## src/rtl/mips_defs.sv

```systemverilog
// rtl/mips_defs.sv - shared opcodes and memory-stage state encodings for the 8-bit MIPS pipeline
package mips_defs;

    localparam logic [4:0] OP_NOP = 5'b00000;
    localparam logic [4:0] OP_LD  = 5'b10100;
    localparam logic [4:0] OP_ST  = 5'b10101;

    typedef enum logic {
        ST_RUN     = 1'b0,
        ST_LD_WAIT = 1'b1
    } mem_state_t;

    function automatic logic is_alu_op(input logic [4:0] op);
        return (op != OP_NOP) && (op != OP_LD) && (op != OP_ST);
    endfunction

endpackage

```

## src/rtl/data_memory.sv

```systemverilog
// rtl/data_memory.sv - single-port 2^ADDR_W x 8 synchronous RAM with one-cycle registered read
module data_memory #(
    parameter int ADDR_W = 5
) (
    input  logic              clk,
    input  logic              we,
    input  logic              re,
    input  logic [ADDR_W-1:0] addr,
    input  logic [7:0]        wdata,
    output logic [7:0]        rdata
);

    logic [7:0] mem [2**ADDR_W];

    // Contents are deliberately not reset; a load returns whatever was last stored.
    always_ff @(posedge clk) begin
        if (we) begin
            mem[addr] <= wdata;
        end
        if (re) begin
            rdata <= mem[addr];
        end
    end

endmodule

```

## src/rtl/memory_stage.sv

```systemverilog
// rtl/memory_stage.sv - memory/write-back stage; MEM_STAGE_STORE_FWD_EN adds a one-entry store-forwarding buffer
module memory_stage
    import mips_defs::*;
#(
    parameter int ADDR_W = 5
) (
    input  logic       clk,
    input  logic       reset,
    input  logic [7:0] ans_ex,
    input  logic [7:0] DM_data,
    input  logic [3:0] flag_ex,
    input  logic [4:0] op_mem,
    input  logic [2:0] rd_mem,
    input  logic       valid_in,
    output logic       stall,
    output logic       wb_en,
    output logic [2:0] wb_rd,
    output logic [7:0] wb_data,
    output logic [3:0] flags
);

    mem_state_t        state;
    logic [2:0]        ld_rd;
    logic [ADDR_W-1:0] addr;
    logic [7:0]        mem_rdata;
    logic              accept;
    logic              is_ld;
    logic              is_st;
    logic              mem_we;
    logic              mem_re;
    logic              fwd_hit;
    logic [7:0]        fwd_data;
    logic              unused_addr_hi;

    // Upper address bits are dropped so accesses wrap modulo the memory depth.
    assign addr           = ans_ex[ADDR_W-1:0];
    assign unused_addr_hi = ^ans_ex[7:ADDR_W];
    assign accept         = valid_in & ~stall & (state == ST_RUN);
    assign is_ld          = (op_mem == OP_LD);
    assign is_st          = (op_mem == OP_ST);
    assign mem_we         = accept & is_st;
    assign mem_re         = accept & is_ld & ~fwd_hit;

`ifdef MEM_STAGE_STORE_FWD_EN
    logic              sb_valid;
    logic [ADDR_W-1:0] sb_addr;
    logic [7:0]        sb_data;

    always_ff @(posedge clk or negedge reset) begin
        if (!reset) begin
            sb_valid <= 1'b0;
        end else if (mem_we) begin
            sb_valid <= 1'b1;
        end
    end

    always_ff @(posedge clk) begin
        if (mem_we) begin
            sb_addr <= addr;
            sb_data <= DM_data;
        end
    end

    assign fwd_hit  = sb_valid && (sb_addr == addr);
    assign fwd_data = sb_data;
`else
    assign fwd_hit  = 1'b0;
    assign fwd_data = 8'h00;
`endif

    data_memory #(
        .ADDR_W (ADDR_W)
    ) u_data_memory (
        .clk   (clk),
        .we    (mem_we),
        .re    (mem_re),
        .addr  (addr),
        .wdata (DM_data),
        .rdata (mem_rdata)
    );

    always_ff @(posedge clk or negedge reset) begin
        if (!reset) begin
            state   <= ST_RUN;
            stall   <= 1'b0;
            wb_en   <= 1'b0;
            wb_rd   <= 3'd0;
            wb_data <= 8'h00;
            flags   <= 4'h0;
            ld_rd   <= 3'd0;
        end else begin
            wb_en <= 1'b0;
            case (state)
                ST_RUN: begin
                    if (accept) begin
                        if (is_ld) begin
                            if (fwd_hit) begin
                                wb_data <= fwd_data;
                                wb_rd   <= rd_mem;
                                wb_en   <= 1'b1;
                            end else begin
                                ld_rd <= rd_mem;
                                state <= ST_LD_WAIT;
                                stall <= 1'b1;
                            end
                        end else if (is_alu_op(op_mem)) begin
                            wb_data <= ans_ex;
                            wb_rd   <= rd_mem;
                            wb_en   <= 1'b1;
                            flags   <= flag_ex;
                        end
                    end
                end
                ST_LD_WAIT: begin
                    // RAM output was registered at the accepting edge; retire it now.
                    wb_data <= mem_rdata;
                    wb_rd   <= ld_rd;
                    wb_en   <= 1'b1;
                    state   <= ST_RUN;
                    stall   <= 1'b0;
                end
                default: begin
                    state <= ST_RUN;
                    stall <= 1'b0;
                end
            endcase
        end
    end

endmodule

```

## config.mk

```make
export PLATFORM = sky130hd
export DESIGN_NAME = memory_stage
export DESIGN_NICKNAME = d
export VERILOG_FILES = /design/src/rtl/mips_defs.sv /design/src/rtl/data_memory.sv /design/src/rtl/memory_stage.sv
export SDC_FILE = /design/constraint.sdc
export NUM_CORES = 1
export LEC_CHECK = 0
export ABC_AREA = 1
export CELL_PAD_IN_SITES_DETAIL_PLACEMENT = 0
export CELL_PAD_IN_SITES_GLOBAL_PLACEMENT = 1
export CORE_MARGIN = 5
export CORE_UTILIZATION = 45
export DETAILED_ROUTE_END_ITERATION = 10
export PLACE_DENSITY_LB_ADDON = 0.1
export SLEW_MARGIN = 20
export SYNTH_ARGS = -nofsm -noshare
export SYNTH_HDL_FRONTEND = slang
export SYNTH_HIERARCHICAL = 1
export SYNTH_SLANG_ARGS = --single-unit
```

## constraint.sdc

```tcl
create_clock -name clk -period 5.5 [get_ports clk]
set_clock_uncertainty 0.1 [all_clocks]
set_input_delay 1.1 -clock clk [delete_from_list [all_inputs] [get_ports clk]]
set_output_delay 1.1 -clock clk [all_outputs]
set_load 0.02 [all_outputs]
```

==> metrics <==
Max IR drop VDD=0.272 mV; Worst setup SP type=input port; max_slew headroom=34.2%; HPWL after detailed placement=18.0 mm; P&R area growth vs syn=13.3%; Worst-Skew Late Latency=0.55 ns; top cell type's share of synthesized area=65.2%; post-synth cell types=16; Detail Route Antenna Nets=0; largest net degree at the start of global routing=93; max_cap viols=0; crit share post-route=65.3%; Global Route Usage Sum=19.5%; Port Buf Inserts=47; worst setup path class=input port to flop; slowest stage cell, crit path=nor2_1; Core Util, Final=51.4%; RSZ-0062 raised after global routing=no; Initial DRC Count=599; TNS Setup=0 ns; Core Box Area=26800 um2; routed wire length=29.9 mm; dominant cell type by area after synthesis=edfxtp_1; I/O pins=48; Place WS=1.32 ns; Ys Warns=6; die footprint=30400 um2; layout cells sized above 1=7.01%; Final Critical Period=3.59 ns; WP buf/inv=1; Post-Syn Nets=1227; routed vias=7884; Leak=5.75 nW; Post-Syn Area=12200 um2; Worst Tran Pin Value=0.986 ns; critical path capture point type=flop; H-tree depth=1; Die Wd=174 um; number of global-route vias before repair=7723; final non-filler cell total=1597; final RePlAce weighted congestion=0.826; largest cells by area after synthesis=edfxtp_1, nand2_1, dfrtp_1; die span in y=174 um; CTS buffer count=31; Initial Util=45.4%; status=finished clean; grt ovf=0; fill count=2443; sequential area share after synthesis=69.5%; Seq cells post-synth=285; Critical Path AT=3.66 ns; Max Freq=0.279 GHz; final slew viol count=0; Root Driver=clkbuf_16; Final Hold Viols=0; clk buf depth=3; Worst Path Max Fanout=8; Pre-Repair DR Iteration Count=5; clock sink count=285; CTS tree=built; total power draw=0.00463 W; worst setup margin=1.91 ns; worst path required time=5.57 ns; Post-Syn Instances=1196; worst-path cell chain=clkdlybuf4s50_1, nand2_1, nor2_4, nand2_1, nor2_1, nand3_1, nor2_1; Post-Synthesis Mean Instance Area=10.2 um2; worst hold path type=flop to flop; global-route wire length before repair=45.8 mm; # diodes=0; Pwr per Cell Area=336 nW/um2; final setup violating endpoints=0; Placed Cells=1542; Worst path max stage delay=0.87 ns; Final nets=1265; drt wl/cell=18.7 um; CP delay by family, top=simple AND/OR/NAND/NOR gates; post_cts resized=0; hold_buf cts=0; Via density=4.94; Post-CTS Setup Bufs=0; initial antenna violation count=0; Clock Pin Slew Worst Setup and Hold Paths=0.06 ns; # rows=60; Residual DRC=0
## per-stage QoR
stage               hold slack, ns  area, um2
finish                       0.384      13800
global route                 0.419      13800
CTS                          0.389      13800
detailed placement           0.374      12800
global placement             0.369      12800
floorplan                    0.353      12200
## logic make-up after synthesis
family | Yosys count | synth area share (%)
flops | 285 | 69.5
buf+inv | 79 | 3.54
compound gates | 11 | 0.453
simple gates | 821 | 26.5
## flip-flops by register name (all words and copies together) (netlist names)
name                 count
flags                    4
wb_rd                    3
u_data_memory/mem      256
stall                    1
state                    1
ld_rd                    3
wb_en                    1
u_data_memory/rdata      8
wb_data                  8
## final cells by class
type	instances	area [um2]	share of cell area, %
inverters	26	100	0.727
well taps	341	427	3.10
multi-input cells	832	3270	23.7
flip-flops and latches	285	8450	61.4
clock inverters	17	189	1.37
repair buffers	58	531	3.85
clock buffers	38	802	5.82
## Yosys cell counts, drive strengths merged
library cell	count
buf	45
clkbuf	8
dfrtp	21
edfxtp	264
inv	26
nand2	742
nand3	17
nor2	54
nor3	8
o21ai	11
## worst register-to-register path, delay by kind of cell, from the launching register on
family / cells / cell delay (ns)
AND/OR/NAND/NOR: 5 / 2.12
flip-flops: 1 / 0.58
## final timing paths
kind / start / to / slack, ns / cells after the start
min in group asynchronous: reset / wb_data[4] / 0.99 / 1
setup / recovery: valid_in / u_data_memory/mem[15][1] / 1.91 / 7
hold / removal: ld_rd[2] / ld_rd[2] / 0.38 / 2
max in group asynchronous: reset / wb_rd[1] / 3.72 / 1
setup reg to reg: state / u_data_memory/mem[15][1] / 2.32 / 5
hold reg to reg: ld_rd[2] / ld_rd[2] / 0.38 / 2
## cell usage in the layout (no fill, tap or decap)
master           netlist  layout
bufinv_16              0       4
o21ai_0               11      11
nor2_4                 1       1
nand3_2               11      11
clkdlybuf4s50_1        0      42
clkbuf_1               8       7
edfxtp_1             264     264
nand3_1                6       6
clkinv_2               0       5
inv_2                  9       8
buf_4                 15      12
nand2_1              742     742
clkinvlp_4             0       1
buf_2                 25       4
dfrtp_1               21      21
nor3_2                 8       8
inv_1                 17      17
clkbuf_16              0      31
nor2_1                53      53
clkinv_1               0       5
clkinv_4               0       2
inv_4                  0       1
## per-layer routing
| layer | GRT usage (%) | vias to the layer above | part of all wire (%) |
|---|---|---|---|
| li1 | - | 3929 | - |
| met1 | 28.5 | 3713 | 47 |
| met2 | 31.6 | 202 | 46 |
| met3 | 2.54 | 40 | 5.1 |
| met4 | 4.35 | 0 | 1.8 |
| met5 | 0 | - | 0 |
## power breakdown
group | internal (W) | switching [W]
combinational | 0.0000634 | 0.000178
clock | 0.00121 | 0.000801
sequential | 0.00237 | 0
Power figures use the tool's default switching activity.
